--- src/rtl/mul_arbiter_if.sv ---
// Requester/consumer handshake bundle for mul_arbiter.
// The master side drives requests and result-ready. The slave side is the arbiter.
interface mul_arbiter_if #(
    parameter int unsigned NREQ = 4
) ();
    localparam int unsigned IDW = $clog2(NREQ);

    logic [NREQ-1:0]   req_valid;
    logic [NREQ*8-1:0] req_a;
    logic [NREQ*8-1:0] req_b;
    logic [NREQ-1:0]   req_ready;
    logic              res_valid;
    logic [23:0]       res_data;
    logic [IDW-1:0]    res_id;
    logic              res_ready;

    modport master (
        output req_valid, req_a, req_b, res_ready,
        input  req_ready, res_valid, res_data, res_id
    );

    modport slave (
        input  req_valid, req_a, req_b, res_ready,
        output req_ready, res_valid, res_data, res_id
    );
endinterface

--- src/rtl/mul_arbiter.sv ---
// Shares one registered signed 8x8 multiplier between NREQ requesters.
// Define MUL_ARB_RR_EN for round-robin grant; otherwise the lowest index wins.
module mul_arbiter #(
    parameter int unsigned NREQ = 4
) (
    input  logic         clk,
    input  logic         rst_n,  // active-high asynchronous reset
    mul_arbiter_if.slave bus
);
    localparam int unsigned IDW = $clog2(NREQ);

    logic                  adv;
    logic                  grant_found;
    logic [IDW-1:0]        grant_idx;
    logic [IDW-1:0]        start_idx;
    logic signed [7:0]     a_sel, b_sel;

    logic signed [7:0]     a1_q, a1_d, b1_q, b1_d;
    logic [IDW-1:0]        id1_q, id1_d;
    logic                  v1_q, v1_d;
    logic [23:0]           res_data_q, res_data_d;
    logic [IDW-1:0]        res_id_q, res_id_d;
    logic                  res_valid_q, res_valid_d;
    logic signed [15:0]    prod;

`ifdef MUL_ARB_RR_EN
    logic [IDW-1:0]        ptr_q, ptr_d;
    assign start_idx = ptr_q;
`else
    assign start_idx = '0;
`endif

    assign adv = !res_valid_q || bus.res_ready;

    // Circular search starting at start_idx; the first valid requester wins.
    always_comb begin
        int unsigned idx;
        logic [IDW-1:0] cand;
        grant_found = 1'b0;
        grant_idx   = '0;
        idx         = 0;
        cand        = '0;
        for (int unsigned k = 0; k < NREQ; k++) begin
            idx  = (32'(start_idx) + k) % NREQ;
            cand = IDW'(idx);
            if (!grant_found && bus.req_valid[cand]) begin
                grant_found = 1'b1;
                grant_idx   = cand;
            end
        end
    end

    always_comb begin
        bus.req_ready = '0;
        if (grant_found && adv && !rst_n) begin
            bus.req_ready[grant_idx] = 1'b1;
        end
    end

    assign a_sel = bus.req_a[{grant_idx, 3'b000} +: 8];
    assign b_sel = bus.req_b[{grant_idx, 3'b000} +: 8];

    always_comb begin
        v1_d  = v1_q;
        a1_d  = a1_q;
        b1_d  = b1_q;
        id1_d = id1_q;
        if (adv) begin
            v1_d = grant_found;
            if (grant_found) begin
                a1_d  = a_sel;
                b1_d  = b_sel;
                id1_d = grant_idx;
            end
        end
    end

`ifdef MUL_ARB_RR_EN
    always_comb begin
        ptr_d = ptr_q;
        if (adv && grant_found) begin
            ptr_d = (grant_idx == IDW'(NREQ - 1)) ? '0 : grant_idx + 1'b1;
        end
    end
`endif

    assign prod = a1_q * b1_q;

    always_comb begin
        res_data_d  = res_data_q;
        res_id_d    = res_id_q;
        res_valid_d = res_valid_q;
        if (adv) begin
            res_data_d  = {{8{prod[15]}}, prod};
            res_id_d    = id1_q;
            res_valid_d = v1_q;
        end
    end

    always_ff @(posedge clk or posedge rst_n) begin
        if (rst_n) begin
            v1_q        <= 1'b0;
            a1_q        <= '0;
            b1_q        <= '0;
            id1_q       <= '0;
            res_valid_q <= 1'b0;
            res_data_q  <= '0;
            res_id_q    <= '0;
        end else begin
            v1_q        <= v1_d;
            a1_q        <= a1_d;
            b1_q        <= b1_d;
            id1_q       <= id1_d;
            res_valid_q <= res_valid_d;
            res_data_q  <= res_data_d;
            res_id_q    <= res_id_d;
        end
    end

`ifdef MUL_ARB_RR_EN
    always_ff @(posedge clk or posedge rst_n) begin
        if (rst_n) begin
            ptr_q <= '0;
        end else begin
            ptr_q <= ptr_d;
        end
    end
`endif

    assign bus.res_valid = res_valid_q;
    assign bus.res_data  = res_data_q;
    assign bus.res_id    = res_id_q;
endmodule
--- src/flat_wrapper.sv ---
// flat-port wrapper written by rule: the top's interface ports become plain ports
module mul_arbiter_flat 
#(
    parameter int unsigned NREQ = 4
)
  (clk, rst_n, bus_req_valid, bus_req_a, bus_req_b, bus_res_ready, bus_req_ready, bus_res_valid, bus_res_data, bus_res_id);
  mul_arbiter_if #(.NREQ(NREQ)) bus_i ();
  input  logic clk;
  input  logic rst_n;
  input wire logic [$bits(bus_i.req_valid)-1:0] bus_req_valid;
  input wire logic [$bits(bus_i.req_a)-1:0] bus_req_a;
  input wire logic [$bits(bus_i.req_b)-1:0] bus_req_b;
  input wire logic [$bits(bus_i.res_ready)-1:0] bus_res_ready;
  output wire logic [$bits(bus_i.req_ready)-1:0] bus_req_ready;
  output wire logic [$bits(bus_i.res_valid)-1:0] bus_res_valid;
  output wire logic [$bits(bus_i.res_data)-1:0] bus_res_data;
  output wire logic [$bits(bus_i.res_id)-1:0] bus_res_id;
  assign bus_i.req_valid = bus_req_valid;
  assign bus_i.req_a = bus_req_a;
  assign bus_i.req_b = bus_req_b;
  assign bus_i.res_ready = bus_res_ready;
  assign bus_req_ready = bus_i.req_ready;
  assign bus_res_valid = bus_i.res_valid;
  assign bus_res_data = bus_i.res_data;
  assign bus_res_id = bus_i.res_id;
  mul_arbiter #(.NREQ(NREQ)) u_core (.clk(clk), .rst_n(rst_n), .bus(bus_i));
endmodule
--- config.mk ---
export PLATFORM = sky130hd
export DESIGN_NAME = mul_arbiter_flat
export DESIGN_NICKNAME = d
export VERILOG_FILES = /design/src/rtl/mul_arbiter_if.sv /design/src/rtl/mul_arbiter.sv /design/src/flat_wrapper.sv
export SDC_FILE = /design/constraint.sdc
export NUM_CORES = 1
export LEC_CHECK = 0
export BUFFER_PORTS_ARGS = -buffer_cell sky130_fd_sc_hd__buf_2
export CORE_MARGIN = 4
export CORE_UTILIZATION = 40
export DETAILED_ROUTE_END_ITERATION = 8
export SLEW_MARGIN = 0
export SYNTH_ARGS = -nofsm -noshare
export SYNTH_HDL_FRONTEND = slang
export SYNTH_SLANG_ARGS = --single-unit
--- constraint.sdc ---
create_clock -name clk -period 4.95 [get_ports clk]
set_input_delay 0 -clock clk [delete_from_list [all_inputs] [get_ports clk]]
set_output_delay 0 -clock clk [all_outputs]
set_load 0.03 [all_outputs]
==> results.sh <==
export IMPL_num_vias=3442
export IMPL_crit_arrival_ps=4780
export IMPL_min_period_over_period=0.925
export IMPL_status="complete, no violations"
export IMPL_post_cts_resized=0
export IMPL_overflow=0
export IMPL_rows=38
export IMPL_total_power_mw=3.33
export IMPL_setup_viol=0
export IMPL_hold_path_class="in2reg"
export IMPL_die_h_um=113
export IMPL_start_util=0.409
export IMPL_synth_area_top_cells="fa_1, dfrtp_1, ha_1, inv_1, nand2_1"
export IMPL_finalMaxSlewViolations=0
export IMPL_finalHoldViolCount=0
export IMPL_rr_startpoint="u_core.b1_q[3]"
export IMPL_reg2reg_slack_ps=370
export IMPL_hold_buffers=7
export IMPL_dpl_cell_area_um2=4960
export IMPL_fin_nets=727
export IMPL_syn_avg_cell_area_um2=9.16
export IMPL_drtIter0Drc=160
export IMPL_nFillCells=1056
export IMPL_postCtsSetupBuffers=0
export IMPL_gp_congestion=0.906
export IMPL_io_buffers=101
export IMPL_synth_area_um2=4430
export IMPL_cp_start_kind="flop"
export IMPL_synthToLayoutAreaGrowth_pct=16.6
export IMPL_ys_warnings_count=0
export IMPL_leakagePower_nw=2.65
export IMPL_ant_nets=0
export IMPL_critPathCapture="u_core.bus.res_data[14]"
export IMPL_startpoint="u_core.b1_q[3]"
export IMPL_ys_types=46
export IMPL_post_route_min_period_ps=4580
export IMPL_reg2reg_depth=15
export IMPL_synth_top_area_frac=0.248
export IMPL_wl_per_cell_um=13.6
export IMPL_layout_common_cells="buf_2, inv_1, nand2_1"
export IMPL_clkLatencyLatePin_ps=300
export IMPL_relSlewSlack=0.235
export IMPL_rr_endpoint="u_core.bus.res_data[14]"
export IMPL_dp_cells=698
export IMPL_avgViaCountPerCell=4.83
export IMPL_fmax_mhz=218
export IMPL_stdcell_count=713
export IMPL_netlist_instances=484
export IMPL_worst_pin_slew_ps=1140
export IMPL_num_antenna_cells=0
export IMPL_cts_buffer_depth=2
export IMPL_clock_sinks=38
export IMPL_grt_pass1_vias=3620
export IMPL_grt_pass1_wl_um=16800
export IMPL_drive_gt1_frac=0.229
export IMPL_clk_pin_slew_ps=90
export IMPL_dr_pass1_iters=6
export IMPL_powerDensity_nw_per_um2=645
export IMPL_cp_end_kind="flop"
export IMPL_synth_area_leader_cell="fa_1"
export IMPL_dpl_hpwl_um=8140
export IMPL_cp_max_fo=9
export IMPL_die_area_um2=12800
export IMPL_tritoncts="yes"
export IMPL_fp_dieW_um=113
export IMPL_whs_ps=9.07
export IMPL_finalSetupTns_ps=0
export IMPL_path_class="reg2reg"
export IMPL_dp_slack_ps=389
export IMPL_maxCapViolCount=0
export IMPL_routed_wl_um=9730
export IMPL_htreeDepth=2
export IMPL_track_usage=0.158
export IMPL_final_common_cell="buf_2"
export IMPL_rsz0062_at_grt="false"
export IMPL_design_area_um2=5170
export IMPL_finalCoreUtilization=0.477
export IMPL_core_area_um2=10800
export IMPL_skew_ps=11.9
export IMPL_setup_ws_ps=371
export IMPL_ys_seq_area_frac=0.214
export IMPL_synth_nets=639
export IMPL_ir_worst_vdd_mv=0.349
export IMPL_drc=0
export IMPL_cts_root_buf="clkbuf_8"
export IMPL_required_ps=5150
export IMPL_grt_start_max_net_pins=42
export IMPL_cts_made_buffers=5
export IMPL_ys_ff_latch=38
export IMPL_antenna_found_initial=0
export IMPL_pin_count=102
logic make-up (layout without fill, tap and decap cells):
| logic type | count (synthesis) | in the layout | synth area share |
|---|---|---|---|
| AOI/OAI and AO/OA | 76 | 76 | 0.118 |
| and+or+nand+nor | 147 | 147 | 0.158 |
| xor gates and xnor gates | 10 | 10 | 0.0198 |
| buffers and inverters | 110 | 199 | 0.107 |
| DFF | 38 | 38 | 0.214 |
| muxes | 19 | 19 | 0.0525 |
| adders and majority gates | 84 | 84 | 0.330 |
layout make-up:
class                      count  area, um2  share of cell area
inverter                      81        304              0.0588
clock inverter                 3       68.8              0.0133
multi-input combinational    336       3010               0.583
tap                          140        175              0.0339
sequential                    38        951               0.184
timing repair buffer         110        591               0.114
clock buffer                   5       68.8              0.0133
synthesized netlist by cell type, drive strengths merged:
master and instances:
a2111o 1, a211o 1, a211oi 5, a21boi 2
a21o 2, a21oi 8, a222oi 13, a31oi 1
and2 33, and3 6, buf 15, clkbuf 14
dfrtp 38, fa 55, ha 29, inv 81
mux2 16, mux2i 3, nand2 71, nand2b 9
nand3 4, nor2 13, nor2b 3, nor3 3
o2111a 1, o211ai 1, o21a 3, o21ai 31
o21bai 3, o22a 1, o31ai 2, o41a 1
or2 1, or3 3, or4 1, xnor2 7
xor2 3
sequential cells by signal (all words and copies together), names as in the netlist:
| register | count |
|---|---|
| u_core.b1_q | 8 |
| u_core.bus.res_data | 16 |
| u_core.bus.res_valid | 1 |
| u_core.v1_q | 1 |
| u_core.bus.res_id | 2 |
| u_core.a1_q | 8 |
| u_core.id1_q | 2 |
worst max-delay path, cell delays in order (launching register included):
cell	delay [ps]
dfrtp_1	510
and2_1	220
inv_1	70
fa_1	550
inv_1	60
fa_1	480
fa_1	550
inv_1	50
fa_1	520
inv_1	40
ha_1	350
a21oi_1	170
o21bai_1	150
or3_1	360
o2111a_1	240
a211oi_1	160
power breakdown:
part,switching [mW],leakage [nW],internal [mW]
clock,0.122,0.0683,0.202
combinational,1.45,2.12,1.06
sequential,0.0893,0.458,0.415
total,1.66,2.65,1.67
routing by layer:
metal,track usage,part of all wire,vias up
li1,-,-,1726
met1,0.216,0.47,1565
met2,0.259,0.44,136
met3,0.0241,0.067,15
met4,0.0521,0.024,0
met5,0,0,-
how the worst min path moves through the flow:
stage | from | endpoint | depth (start not counted)
4_1_cts | bus_req_a[29] | u_core.a1_q[5] | 3
3_5_place_dp | rst_n | u_core.a1_q[6] | 3
3_3_place_gp | rst_n | u_core.a1_q[5] | 3
2_1_floorplan | rst_n | bus_req_ready[1] | 1
6_report | bus_req_a[29] | u_core.a1_q[5] | 3
5_1_grt | bus_req_b[28] | u_core.b1_q[4] | 3
Power figures use the tool's default switching activity.
